--- config.mk ---
export PLATFORM = sky130hd
export DESIGN_NAME = wb_stage_flat
export DESIGN_NICKNAME = d
export VERILOG_FILES = /design/src/rtl/wb_stage_if.sv /design/src/rtl/wb_stage.sv /design/src/flat_wrapper.sv
export SDC_FILE = /design/constraint.sdc
export NUM_CORES = 1
export LEC_CHECK = 0
export CORE_AREA = 3 3 202 204
export CTS_BUF_LIST = sky130_fd_sc_hd__clkbuf_4 sky130_fd_sc_hd__clkbuf_8
export DETAILED_ROUTE_END_ITERATION = 7
export DIE_AREA = 0 0 205 207
export GPL_TIMING_DRIVEN = 0
export PLACE_DENSITY = 0.67
export SLEW_MARGIN = 20
export SYNTH_ARGS = -nofsm -noshare
export SYNTH_HDL_FRONTEND = slang
export SYNTH_SLANG_ARGS = --single-unit
--- constraint.sdc ---
create_clock -name clk -period 1.93 [get_ports clk]
set_clock_uncertainty 0.2 [all_clocks]
set_input_delay 0.193 -clock clk [delete_from_list [all_inputs] [get_ports clk]]
set_output_delay 0.193 -clock clk [all_outputs]
set_load 0.05 [all_outputs]
--- src/rtl/wb_stage_if.sv ---
// Execute-to-write-back handshake: execute drives valid code and payload,
// write-back returns ready.
interface wb_stage_if;
    logic [1:0]   es_to_ws_valid;
    logic [116:0] es_to_ws_bus;
    logic         ws_ready;

    modport master (
        output es_to_ws_valid,
        output es_to_ws_bus,
        input  ws_ready
    );

    modport slave (
        input  es_to_ws_valid,
        input  es_to_ws_bus,
        output ws_ready
    );
endinterface

--- src/rtl/wb_stage.sv ---
// Write-back stage: two-entry retire pipeline (W1 latch, W2 commit slot).
// W2 drives the register-file/CSR writes, the trace record and instret.
module wb_stage #(
    parameter bit TRACE_EN = 1'b1
) (
    input  logic         clk,
    input  logic         reset,
    wb_stage_if.slave    es,
    output logic [85:0]  forward_data1,
    output logic [85:0]  forward_data2,
    output logic         rf_we,
    output logic [4:0]   rf_waddr,
    output logic [31:0]  rf_wdata,
    output logic         csr_we,
    output logic [13:0]  csr_waddr,
    output logic [31:0]  csr_wdata,
    output logic         trace_valid,
    input  logic         trace_ready,
    output logic [31:0]  debug_wb_pc,
    output logic [3:0]   debug_wb_rf_we,
    output logic [4:0]   debug_wb_rf_wnum,
    output logic [31:0]  debug_wb_rf_wdata,
    output logic [63:0]  instret
);
    localparam int FORWAED_BUS_WD = 86;

    typedef struct packed {
        logic        csr_wen;
        logic [13:0] csr_addr;
        logic [31:0] csr_wdata;
        logic        gr_we;
        logic [4:0]  dest;
        logic [31:0] result;
        logic [31:0] pc;
    } ws_entry_t;

    function automatic logic [FORWAED_BUS_WD-1:0] fwd_pack(input logic vld, input ws_entry_t e);
        return {vld, e.csr_wen, e.csr_addr, e.csr_wdata, e.gr_we, e.dest, e.result};
    endfunction

    ws_entry_t ent_p0, ent_p1, ent_p2;
    logic      vld_p0, vld_p1, vld_p2;
    logic      retire, w2_free, ws_ready;

    assign ent_p0   = es.es_to_ws_bus;
    assign vld_p0   = (es.es_to_ws_valid == 2'b11);

    assign retire   = vld_p2 && (trace_ready || !TRACE_EN);
    assign w2_free  = !vld_p2 || retire;
    assign ws_ready = !vld_p1 || w2_free;
    assign es.ws_ready = ws_ready;

    // p0 -> p1: W1 latch; any non-11 valid code enters as a bubble
    always_ff @(posedge clk or negedge reset) begin
        if (!reset) begin
            vld_p1 <= 1'b0;
            ent_p1 <= '0;
        end else if (ws_ready) begin
            vld_p1 <= vld_p0;
            ent_p1 <= ent_p0;
        end
    end

    // p1 -> p2: W2 commit slot, held while the trace consumer stalls
    always_ff @(posedge clk or negedge reset) begin
        if (!reset) begin
            vld_p2 <= 1'b0;
            ent_p2 <= '0;
        end else if (w2_free) begin
            vld_p2 <= vld_p1;
            ent_p2 <= ent_p1;
        end
    end

    always_ff @(posedge clk or negedge reset) begin
        if (!reset) begin
            instret <= 64'd0;
        end else if (retire) begin
            instret <= instret + 64'd1;
        end
    end

    assign forward_data2     = fwd_pack(vld_p1, ent_p1);
    assign forward_data1     = fwd_pack(vld_p2, ent_p2);

    assign rf_we             = retire && ent_p2.gr_we && (ent_p2.dest != 5'd0);
    assign rf_waddr          = ent_p2.dest;
    assign rf_wdata          = ent_p2.result;

    assign csr_we            = retire && ent_p2.csr_wen;
    assign csr_waddr         = ent_p2.csr_addr;
    assign csr_wdata         = ent_p2.csr_wdata;

    assign trace_valid       = vld_p2;
    assign debug_wb_pc       = ent_p2.pc;
    assign debug_wb_rf_we    = {4{rf_we}};
    assign debug_wb_rf_wnum  = ent_p2.dest;
    assign debug_wb_rf_wdata = ent_p2.result;
endmodule

--- src/flat_wrapper.sv ---
// flat-port wrapper written by rule: the top's interface ports become plain ports
module wb_stage_flat 
#(
    parameter bit TRACE_EN = 1'b1
)
  (clk, reset, forward_data1, forward_data2, rf_we, rf_waddr, rf_wdata, csr_we, csr_waddr, csr_wdata, trace_valid, trace_ready, debug_wb_pc, debug_wb_rf_we, debug_wb_rf_wnum, debug_wb_rf_wdata, instret, es_es_to_ws_valid, es_es_to_ws_bus, es_ws_ready);
  wb_stage_if es_i ();
  input  logic clk;
  input  logic reset;
  output logic [85:0] forward_data1;
  output logic [85:0] forward_data2;
  output logic rf_we;
  output logic [4:0] rf_waddr;
  output logic [31:0] rf_wdata;
  output logic csr_we;
  output logic [13:0] csr_waddr;
  output logic [31:0] csr_wdata;
  output logic trace_valid;
  input  logic trace_ready;
  output logic [31:0] debug_wb_pc;
  output logic [3:0] debug_wb_rf_we;
  output logic [4:0] debug_wb_rf_wnum;
  output logic [31:0] debug_wb_rf_wdata;
  output logic [63:0] instret;
  input wire logic [$bits(es_i.es_to_ws_valid)-1:0] es_es_to_ws_valid;
  input wire logic [$bits(es_i.es_to_ws_bus)-1:0] es_es_to_ws_bus;
  output wire logic [$bits(es_i.ws_ready)-1:0] es_ws_ready;
  assign es_i.es_to_ws_valid = es_es_to_ws_valid;
  assign es_i.es_to_ws_bus = es_es_to_ws_bus;
  assign es_ws_ready = es_i.ws_ready;
  wb_stage #(.TRACE_EN(TRACE_EN)) u_core (.clk(clk), .reset(reset), .es(es_i), .forward_data1(forward_data1), .forward_data2(forward_data2), .rf_we(rf_we), .rf_waddr(rf_waddr), .rf_wdata(rf_wdata), .csr_we(csr_we), .csr_waddr(csr_waddr), .csr_wdata(csr_wdata), .trace_valid(trace_valid), .trace_ready(trace_ready), .debug_wb_pc(debug_wb_pc), .debug_wb_rf_we(debug_wb_rf_we), .debug_wb_rf_wnum(debug_wb_rf_wnum), .debug_wb_rf_wdata(debug_wb_rf_wdata), .instret(instret));
endmodule
==> metrics.yaml, run 1 <==
run_status:
  outcome: "complete, but fails checks"
  violations_in_the_final_reports: "hold timing, setup timing"
setup_path:
  critPathSlowestCell: "dfrtp_2"
  timing.critical_path.required_ns: 2.26
  timing.critical_path.fanout_max: 4
  critPathArrivalTime_ns: 2.45
  cp-start-kind: "flip-flop"
  crit_path_end_kind: "flip-flop"
  setup.worst_path.class: "reg -> reg"
  worst_path_largest_cell_delay_ns: 0.39
  worst_path_dominant_cell_family: "simple AND/OR/NAND/NOR gates"
  critical_path.cell_chain: "nand4_4 > buf_6 > nor4_4 > buf_4 > nand4_4 > buf_4 > nor4_4 > xor2_1"
  timing.critical_path.buf_inv: 3
detailed_routing:
  route.vias.total: 10440
  drt_iter0_drc: 347
  drt_pre_antenna_iters: 4
  routed_wl_um: 43680
  postRouteAntennaNets: 0
  drc_errors: 0
  vias_per_cell: 4.439
  avgRoutedWirePerCell_um: 18.58
timing:
  setup_viol: 42
  slew_viol_final: 0
  finalWorstSetupSlack_ns: -0.1960
  relSlewSlack_pct: 65.76
  timing.hold.ws_ns: -0.1183
  finalHoldViolations: 46
  period_share_pct: 110.2
  final.min_clock_period_ns: 2.126
  grt_setup_unrepaired: "true"
  tightestPinTransition_ns: 0.5136
  max_freq_ghz: 0.4704
power:
  power.density_cell_area_nw_per_um2: 889.9
  switching_share_pct: 35.93
  power.leakage_nw: 10.77
  power.combinational.fraction_pct: 33.2
  switchingPower_w: 0.007409
  power.sequential.fraction_pct: 35.8
  p_int_w: 0.01321
  clock_power_share_pct: 31.1
  ir_drop_mv: 0.6412
synth:
  warnings_synthesis: 0
  postSynthAreaPerCell_um2: 13.40
  ys_seq_elements: 300
  synth.net_count: 1118
  synth_top_flop_cell: "dfrtp_1"
  synth_async_sr_flop_share_pct: 100.0
  syn_area_um2: 13330
  synth_edf_count: 0
  synth_cell_type_count: 31
  yosysSeqAreaShare_pct: 56.32
  syn-instance-count: 995
placement:
  detailed_place_hpwl_um: 29450
  gp_routability_congestion: 0.7783
  place.port_buffers: 517
  placedCellCount: 2040
grt:
  number_of_global_route_vias_before_repair: 11300
  globalRoute.totalOverflow: 0
  grt_antenna_before_repair: 0
  grt_first_pass_wirelength_um: 65430
  grt.total_usage_pct: 19.63
  maximum_number_of_pins_on_one_net_before_global_route_repair: 100
layout:
  post_layout_nonfiller_instances: 2351
  layout.core_utilization_pct: 58.72
  fraction_of_final_layout_cells_with_drive_strength_greater_than_1_pct: 65.97
  finish.net_count: 1906
  syn2layout_area_growth_pct: 73.84
clocking:
  clockRootBuffer: "clkbuf_8"
  cts_buffer_depth: 3
  tritoncts: "built"
  cts-htree-levels: 2
  tritoncts_num_sinks: 300
  clkSlewWorstSetupHoldPaths_ns: 0.06
  cts-buffers-inserted: 53
  clk_latency_ns: 0.61
min_path:
  min_path_type: "in -> async"
die:
  core-area_um2: 39460
  row_count: 73
  die_height_um: 207
  design.die.area_um2: 42440
  start_util_pct: 33.78
  die_width_um: 205
  ioPinCount: 518
flow_run:
  cap_violations: 0
[layout make-up]
cell class              count  area [um2]
clock inverters            10       107.6
inverters                   8       30.03
clock buffers              87        1066
plain buffers             237        1977
fillers                  3173       16290
repair buffers            734        6944
multi-input cells         449        4807
flip-flops and latches    300        7580
well taps                 525       656.9
diodes                      1       2.502
[what timing repair did]
item | in CTS | in global routing
gates resized for setup | 1595 | 139
setup endpoints to repair | 661 | 177
pin swaps | 49 | 53
hold buffers | 113 | 1
gates cloned | 1 | 3
buffers inserted | 53 | 45
endpoints found under the hold margin | 331 | 47
[power groups by stage]
stage / combinational (W) / clock [W] / sequential, W
after floorplan: 0.00312 / 0 / 0.00862
after global placement: 0.00664 / 0 / 0.00748
after detailed placement: 0.00671 / 0 / 0.00749
after CTS: 0.00672 / 0.00662 / 0.00738
after global routing: 0.00712 / 0.00692 / 0.00746
final: 0.00684 / 0.00640 / 0.00737
[cell families (layout without fill, tap and decap cells)]
kind of cell    after synthesis  count (layout)  synth area share, %
flops                       300             300                56.32
mux                         235             235                19.85
simple gates                149             149                6.655
buf+inv                     246            1076                12.90
compound gates                1               1              0.03751
xor+xnor                     63              63                4.140
other cells                   0               1                    0
fa+ha+maj                     1               1              0.09386
[sequential cells by signal, indices dropped and copies added (netlist names)]
name and cells:
u_core.csr_waddr 14, u_core.csr_wdata 32, u_core.debug_wb_pc 32, u_core.debug_wb_rf_wdata 32
u_core.debug_wb_rf_wnum 5, u_core.ent_p1 32, u_core.forward_data1 2, u_core.forward_data2 85
u_core.instret 64, u_core.trace_valid 1, u_core.vld_p1 1
[metrics by stage]
stage | worst slack [ns] | setup TNS (ns) | power (W) | instance area, um2
after global placement | -13.79 | -4089.04 | 0.01412 | 19420
after floorplan | -0.3018 | -5.264 | 0.01174 | 13580
after global routing | -0.3012 | -9.428 | 0.02150 | 23170
after detailed placement | -1.511 | -249.18 | 0.01420 | 19500
final | -0.1960 | -3.798 | 0.02062 | 23170
after CTS | -0.2614 | -4.362 | 0.02072 | 22510
[placed cells by master, fill, tap and decap left out, drive strengths merged]
| cell | instances |
|---|---|
| buf | 481 |
| dfrtp | 300 |
| clkdlybuf4s15 | 238 |
| mux2 | 235 |
| clkdlybuf4s50 | 119 |
| dlygate4sd3 | 114 |
| clkbuf | 105 |
| xor2 | 34 |
| xnor2 | 29 |
| nand3 | 27 |
| nand4 | 24 |
| nand2 | 22 |
| nor2 | 20 |
| nor3 | 17 |
| nor4 | 15 |
| and3 | 10 |
| inv | 8 |
| clkinv | 5 |
| or2 | 4 |
| or3 | 3 |
| clkinvlp | 3 |
| nand2b | 3 |
| nand3b | 2 |
| bufinv | 2 |
| diode | 1 |
| a21oi | 1 |
| or4 | 1 |
| nor4b | 1 |
| ha | 1 |
| dlymetal6s2s | 1 |
[path summary, 6_finish.rpt]
check,start,endpoint,slack [ns],cells past startpoint
worst max-delay path,u_core.instret[7],u_core.instret[60],-0.20,8
worst min-delay path,reset,u_core.instret[48],-0.12,2
worst max register to register,u_core.instret[7],u_core.instret[60],-0.20,8
worst min register to register,u_core.instret[63],u_core.instret[63],0.28,1
max in group asynchronous,reset,u_core.debug_wb_rf_wnum[4],0.47,4
min in group clk,es_es_to_ws_bus[94],u_core.forward_data2[62],0.07,2
[Yosys cell counts, drive strengths merged (10+ instances only)]
library cell    n  area share [%]
buf           215              12
nand4          24             1.3
clkbuf         23            0.65
mux2          235              20
xor2           34             2.2
xnor2          29             1.9
nand3          27             1.1
nand2          22            0.62
nor3           17            0.71
and3           10            0.47
nor4           15             1.1
dfrtp         300              56
nor2           20            0.56
[routing by layer]
metal	up-vias	routed length (um)	track usage, %	part of all wire [%]
met3	60	3296	5.878	7.5
met5	-	0	0	0
met1	5214	16620	22.71	38
met4	0	963	5.421	2.2
met2	375	22800	35.08	52
li1	4786	-	-	-
(Power assumes the default switching activity.)
==> inputs of run 2 (changes only) <==
--- a/config.mk
+++ b/config.mk
@@ -5,12 +5,14 @@
 export SDC_FILE = /design/constraint.sdc
 export NUM_CORES = 1
 export LEC_CHECK = 0
+export ABC_CLOCK_PERIOD_IN_PS = 1900
 export CORE_AREA = 3 3 202 204
 export CTS_BUF_LIST = sky130_fd_sc_hd__clkbuf_4 sky130_fd_sc_hd__clkbuf_8
 export DETAILED_ROUTE_END_ITERATION = 7
 export DIE_AREA = 0 0 205 207
 export GPL_TIMING_DRIVEN = 0
 export PLACE_DENSITY = 0.67
+export SKIP_LAST_GASP = 1
 export SLEW_MARGIN = 20
 export SYNTH_ARGS = -nofsm -noshare
 export SYNTH_HDL_FRONTEND = slang
==> constraint.sdc (replaced) <==
create_clock -name clk -period 1.9 [get_ports clk]
set_clock_uncertainty 0.2 [all_clocks]
set_input_delay 0.19 -clock clk [delete_from_list [all_inputs] [get_ports clk]]
set_output_delay 0.19 -clock clk [all_outputs]
set_load 0.05 [all_outputs]
==> run 2 against run 1 <==
Effect of this change:
- worst hold slack worse by 0.012 ns
- register-to-register slack worse by 0.11 ns
- final cell count up 0.85%
- the run still ends with hold timing, setup timing left
- critical path type unchanged
- utilization up 0.25 points
- via count up 1.3%
- total power up 1.6%
==> metrics.yaml, run 2 (synthesized netlist as in run 1, its figures left out) <==
detailed_routing:
  drc_errors: 0  # unchanged
  drt_pre_antenna_iters: 4  # unchanged
  vias_per_cell: 4.457  # +0.42%
  postRouteAntennaNets: 0  # unchanged
  drt_iter0_drc: 402  # +16%
  avgRoutedWirePerCell_um: 18.98  # +2.2%
  routed_wl_um: 45000  # +3.0%
  route.vias.total: 10570  # +1.3%
die:
  die_width_um: 205  # unchanged
  row_count: 73  # unchanged
  die_height_um: 207  # unchanged
  design.die.area_um2: 42440  # unchanged
  start_util_pct: 33.78  # unchanged
  core-area_um2: 39460  # unchanged
  ioPinCount: 518  # unchanged
timing:
  setup_viol: 125  # +200%
  final.min_clock_period_ns: 2.208  # +0.08237 ns
  slew_viol_final: 0  # unchanged
  finalWorstSetupSlack_ns: -0.3084  # -0.1124 ns
  period_share_pct: 116.2  # +6.1 points
  tightestPinTransition_ns: 0.6223  # +0.1087 ns
  timing.hold.ws_ns: -0.1298  # -0.01153 ns
  max_freq_ghz: 0.4528  # -3.7%
  grt_setup_unrepaired: "true"
  relSlewSlack_pct: 58.45  # -7.3 points
  finalHoldViolations: 49  # +6.5%
run_status:
  outcome: "complete, but fails checks"
  violations_in_the_final_reports: "hold timing, setup timing"
placement:
  detailed_place_hpwl_um: 29450  # about the same
  place.port_buffers: 517  # unchanged
  gp_routability_congestion: 0.7721  # -0.80%
  place_ws_ns: -1.222  # +0.2884 ns
clocking:
  cts_buffer_depth: 3  # unchanged
  tritoncts_num_sinks: 300  # unchanged
  cts.hold.buffers_added: 116  # +2.7%
  cts-buffers-inserted: 52  # -1.9%
  tritoncts: "built"
  cts-htree-levels: 2  # unchanged
  clockRootBuffer: "clkbuf_8"
  clk_latency_ns: 0.62  # about the same
  clkSlewWorstSetupHoldPaths_ns: 0.06  # about the same
setup_path:
  startpoint: "u_core.instret[15]"
  worst-r2r-setup-slack_ns: -0.31  # -0.11 ns
  setup.worst_path.class: "reg -> reg"
  timing.critical_path.required_ns: 2.23  # -0.03 ns
  cp-start-kind: "flip-flop"
  critPathArrivalTime_ns: 2.54  # +0.09 ns
  ff2ff_path_depth: 8  # unchanged
  worst_r2r_startpoint: "u_core.instret[15]"
  worst_reg2reg_path_endpoint: "u_core.instret[40]"
  crit_path_end_kind: "flip-flop"
  timing.critical_path.fanout_max: 5  # +1
  worst_setup_path_endpoint: "u_core.instret[40]"
layout:
  filler_cell_count: 3188  # +0.47%
  layout_common_cells: "buf_4, dfrtp_1, buf_2"
  flip_flop_count_of_the_largest_register_all_copies_and_words_added: 85  # unchanged
  layout.core_utilization_pct: 58.97  # +0.25 points
  diodes: 0  # -1
  fraction_of_final_layout_cells_with_drive_strength_greater_than_1_pct: 67.06  # +1.1 points
  syn2layout_area_growth_pct: 74.57
  finish.net_count: 1930  # +1.3%
  layout_commonest_cell: "buf_4"
power:
  power.sequential.fraction_pct: 36.0  # +0.2 points
  switchingPower_w: 0.007592  # +2.5%
  total_power_w: 0.02095  # +1.6%
  switching_share_pct: 36.23  # +0.30 points
  p_int_w: 0.01336  # +1.1%
  clock_power_share_pct: 31.3  # +0.2 points
  power.leakage_nw: 11.16  # +3.6%
  power.density_cell_area_nw_per_um2: 900.6  # +1.2%
  power.combinational.fraction_pct: 32.7  # -0.5 points
  ir_drop_mv: 0.6672  # +4.0%
grt:
  maximum_number_of_pins_on_one_net_before_global_route_repair: 89  # -11%
  number_of_global_route_vias_before_repair: 11050  # -2.2%
  grt.total_usage_pct: 19.42  # -0.21 points
  grt_first_pass_wirelength_um: 64980  # -0.68%
  globalRoute.totalOverflow: 0  # unchanged
  grt_antenna_before_repair: 2  # +2
min_path:
  min_path_type: "in -> async"
flow_run:
  cap_violations: 0  # unchanged
## run 2: changes by cell type in the layout (fill, tap and decap cells not counted), moves of 9 or more
cell / before / now
clkdlybuf4s15_2: 236 / 145
mux2_4: 20 / 50
buf_4: 294 / 285
buf_6: 36 / 45
mux2_2: 215 / 185
clkbuf_4: 21 / 30
clkbuf_8: 72 / 63
buf_2: 131 / 221
## run 2: final cells by class
cell class                 count  area (um2)  area share [%]
clock buffer                  79       980.9           4.216
sequential                   300        7582           32.59
multi-input combinational    449        5046           21.69
tap                          525       656.9           2.823
timing repair buffer         760        6783           29.15
inverter                       8       30.03          0.1291
clock inverter                14       177.7          0.7636
buffer                       236        2012           8.647
## run 2: timing repair
action / 4_1_cts / 5_1_grt
pin swaps: 53 / 53
endpoints found under the setup margin: 666 / 231
resized for setup: 1789 / 220
gates cloned: 0 / 11
hold endpoints to repair: 336 / 49
setup buffers: 54 / 61
## run 2: metal layers
| layer | wire, um | share of wire [%] | global-route usage [%] |
|---|---|---|---|
| met3 | 3108 | 6.9 | 6.286 |
| met2 | 23060 | 51 | 33.34 |
| met1 | 17850 | 40 | 23.45 |
| met5 | 27 | 0.060 | 0 |
| met4 | 957 | 2.1 | 5.161 |
## run 2: power groups by stage
stage	sequential (W)	clock [W]	combinational (W)
after global routing	0.00763	0.00707	0.00712
final	0.00754	0.00657	0.00685
after detailed placement	0.00764	0	0.00681
after CTS	0.00754	0.00677	0.00668
after global placement	0.00762	0	0.00674
after floorplan	0.00877	0	0.00317
## run 2: worst min path at each step
stage                                        end  cells after the start
after global placement        u_core.instret[63]                      1
final                          u_core.ent_p1[15]                      2
after global routing      u_core.debug_wb_pc[14]                      2
after detailed placement       u_core.ent_p1[15]                      1
after CTS                      u_core.ent_p1[15]                      2
after floorplan              u_core.csr_waddr[0]                      0
## run 2: stage by stage
stage | hold slack [ns] | cells | cell area, um2 | TNS, ns
floorplan | -0.3056 | 995 | 13630 | -6.775
global route | -0.1371 | 2371 | 23270 | -30.40
finish | -0.1298 | 2371 | 23270 | -18.84
global placement | 0.2707 | 2037 | 19460 | -4141.96
detailed placement | -0.06613 | 2040 | 19550 | -257.43
CTS | -0.1702 | 2302 | 22200 | -8.124
## run 2: critical path, cell delays in order, from the launching register on
cell and delay, ns:
dfrtp_2 0.40, nand4_1 0.15, buf_4 0.18, nor3_4 0.30
buf_6 0.17, nand4_4 0.20, buf_12 0.23, nor3_4 0.12
xor2_1 0.18
==> inputs of run 3 (changes only) <==
--- a/config.mk
+++ b/config.mk
@@ -5,11 +5,11 @@
 export SDC_FILE = /design/constraint.sdc
 export NUM_CORES = 1
 export LEC_CHECK = 0
-export ABC_CLOCK_PERIOD_IN_PS = 1900
-export CORE_AREA = 3 3 202 204
+export ABC_CLOCK_PERIOD_IN_PS = 2300
+export CORE_AREA = 3 3 198 200
 export CTS_BUF_LIST = sky130_fd_sc_hd__clkbuf_4 sky130_fd_sc_hd__clkbuf_8
 export DETAILED_ROUTE_END_ITERATION = 7
-export DIE_AREA = 0 0 205 207
+export DIE_AREA = 0 0 201 203
 export GPL_TIMING_DRIVEN = 0
 export PLACE_DENSITY = 0.67
 export SKIP_LAST_GASP = 1
==> constraint.sdc (replaced) <==
create_clock -name clk -period 2.3 [get_ports clk]
set_clock_uncertainty 0.2 [all_clocks]
set_input_delay 0.23 -clock clk [delete_from_list [all_inputs] [get_ports clk]]
set_output_delay 0.23 -clock clk [all_outputs]
set_load 0.05 [all_outputs]
==> run 3 against run 2 <==
Effect of this change:
- the run now ends clean
- sequential cell count did not move
- non-clock buffer count fell by 102
- sequential power fell by 18%
==> metrics.yaml, run 3 (synthesized netlist as in run 1, its figures left out) <==
min_path:
  hold-path-endpoint: "u_core.forward_data2[56]"
  worstHoldStart: "es_es_to_ws_bus[88]"
  whs_path_depth: 2
  min_path_type: "in -> reg"
layout:
  final_design_instance_area_without_fill_um2: 21480  # -7.7%
  flip_flop_count_of_the_largest_register_all_copies_and_words_added: 85  # unchanged
  layout_common_cells: "dlygate4sd2_1, dfrtp_1, mux2_2"
  syn2layout_area_growth_pct: 61.15
  finish.net_count: 1826  # -5.4%
  filler_cell_count: 3211  # +0.72%
  layout_commonest_cell: "dlygate4sd2_1"
  diodes: 0  # unchanged
  fraction_of_final_layout_cells_with_drive_strength_greater_than_1_pct: 37.24  # -30 points
setup_path:
  cpMostUsedCell: "buf_6"
  critical_path.cell_chain: "buf_6 > nand3_4 > a21oi_4 > buf_6 > buf_6 > buf_8"
  startpoint: "u_core.trace_valid"
  setup.worst_path.class: "reg -> out"
  cp-start-kind: "flip-flop"
  ff2ff_path_depth: 6  # -2
  worst_path_largest_cell_delay_ns: 0.44  # +0.04 ns
  worst-r2r-setup-slack_ns: 0.10  # +0.41 ns
  timing.critical_path.required_ns: 1.87  # -0.36 ns
  worst_path_dominant_cell_family: "buffers and inverters"
  timing.critical_path.fanout_max: 5  # unchanged
  worst_reg2reg_path_endpoint: "u_core.instret[57]"
  critPathSlowestCell: "dfrtp_2"
  worst_r2r_startpoint: "u_core.instret[3]"
  timing.critical_path.buf_inv: 4  # +1
  critPathArrivalTime_ns: 1.81  # -0.73 ns
  crit_path_end_kind: "output port"
clocking:
  clockRootBuffer: "clkbuf_8"
  tritoncts_num_sinks: 300  # unchanged
  clkSlewWorstSetupHoldPaths_ns: 0.07  # about the same
  cts_buffer_depth: 3  # unchanged
  cts-htree-levels: 2  # unchanged
  tritoncts: "built"
  cts-buffers-inserted: 50  # -3.8%
  clk_latency_ns: 0.61  # about the same
run_status:
  outcome: "finished, final reports clean"
placement:
  gp_routability_congestion: 0.7746  # +0.32%
  dpl_cell_area_um2: 19270  # -1.4%
  detailed_place_hpwl_um: 29560  # +0.37%
  place.port_buffers: 517  # unchanged
die:
  design.die.area_um2: 40800  # -3.8%
  start_util_pct: 35.47  # +1.7 points
  core-area_um2: 37580  # -4.8%
  die_width_um: 201  # -2.0%
  row_count: 71  # -2.7%
  ioPinCount: 518  # unchanged
  die_height_um: 203  # -1.9%
grt:
  grt_antenna_before_repair: 1  # -1
  grt.total_usage_pct: 19.27  # -0.15 points
  maximum_number_of_pins_on_one_net_before_global_route_repair: 103  # +16%
  number_of_global_route_vias_before_repair: 10730  # -2.9%
  grt_first_pass_wirelength_um: 62080  # -4.5%
  globalRoute.totalOverflow: 0  # unchanged
timing:
  max_freq_ghz: 0.4455
  grt_setup_unrepaired: "true"
  relSlewSlack_pct: 52.98  # -5.5 points
  final.min_clock_period_ns: 2.245
  slew_viol_final: 0  # unchanged
  finalHoldViolations: 0  # -100%
  period_share_pct: 97.59
  tightestPinTransition_ns: 0.7053  # +0.08300 ns
  setup_viol: 0  # -100%
detailed_routing:
  vias_per_cell: 4.446  # -0.24%
  route.vias.total: 10010  # -5.3%
  met2_length_um: 20090  # -13%
  postRouteAntennaNets: 0  # unchanged
  avgRoutedWirePerCell_um: 17.88  # -5.8%
  topRoutingLayerUsed: "met5"
  drc_errors: 0  # unchanged
  met3_wirelength_um: 2924  # -5.9%
  drt_iter0_drc: 264  # -34%
  met1_routed_wirelength_after_detailed_routing_um: 16310  # -8.6%
  drt_pre_antenna_iters: 4  # unchanged
  routed_wl_um: 40240  # -11%
power:
  power.density_cell_area_nw_per_um2: 768.3  # -15%
  ir_drop_mv: 0.6023  # -9.7%
  power.leakage_nw: 10.34  # -7.3%
  total_power_w: 0.01650  # -21%
flow_run:
  cap_violations: 0  # unchanged
[run 3: worst reg2reg max path: cells and delay by family (launching register included)]
kind / cells / cell delay, ns
simple gates: 4 / 1.13
flops: 1 / 0.44
buf+inv: 1 / 0.18
xor+xnor: 1 / 0.16
[run 3: worst max-delay path by stage]
stage / endpoint / cells past startpoint
2_1_floorplan: u_core.instret[56] / 5
3_3_place_gp: u_core.trace_valid / 1
3_5_place_dp: es_ws_ready / 5
4_1_cts: es_ws_ready / 4
5_1_grt: es_ws_ready / 5
6_report: debug_wb_rf_we[0] / 6
[run 3: per-layer routing]
layer | vias to the layer above | track usage [%]
met4 | 2 | 6.700
li1 | 4617 | -
met1 | 4978 | 23.11
met2 | 342 | 33.22
met5 | - | 0
met3 | 70 | 5.580
[run 3: what timing repair did]
action / 4_1_cts / 5_1_grt
pin swaps: 6 / 6
endpoints found under the hold margin: 306 / 0
setup endpoints to repair: 611 / 130
hold buffers: 112 / 0
gates resized for setup: 429 / 58
setup buffers: 9 / 16
[run 3: per-stage QoR]
stage	setup WS, ns	hold WS [ns]	setup TNS [ns]	utilization (%)	cells
floorplan	0.002579	-0.2656	0	-	995
global placement	-13.35	0.2780	-3878.53	51.04	2023
detailed placement	-1.182	-0.03216	-206.42	51.27	2026
CTS	-0.2492	0.0005729	-2.787	56.33	2235
global route	-0.06694	0.009573	-0.3395	57.16	2251
finish	0.05544	0.06916	0	57.16	2251
[run 3: power breakdown]
part,internal (W),switching (W),leakage [nW]
logic,0.00193,0.00344,6.22
clock network,0.00279,0.00214,0.558
registers,0.00575,0.000447,3.56
[run 3: layout make-up]
| cell class | count | area, um2 | share of cell area [%] |
|---|---|---|---|
| Timing Repair Buffer | 657 | 6243 | 29.07 |
| Buffer | 237 | 1737 | 8.085 |
| Tap cell | 511 | 639.4 | 2.977 |
| Clock buffer | 82 | 978.4 | 4.555 |
| Sequential cell | 300 | 7543 | 35.12 |
| Inverter | 8 | 30.03 | 0.1398 |
| Clock inverter | 7 | 68.82 | 0.3204 |
| Multi-Input combinational cell | 449 | 4239 | 19.74 |
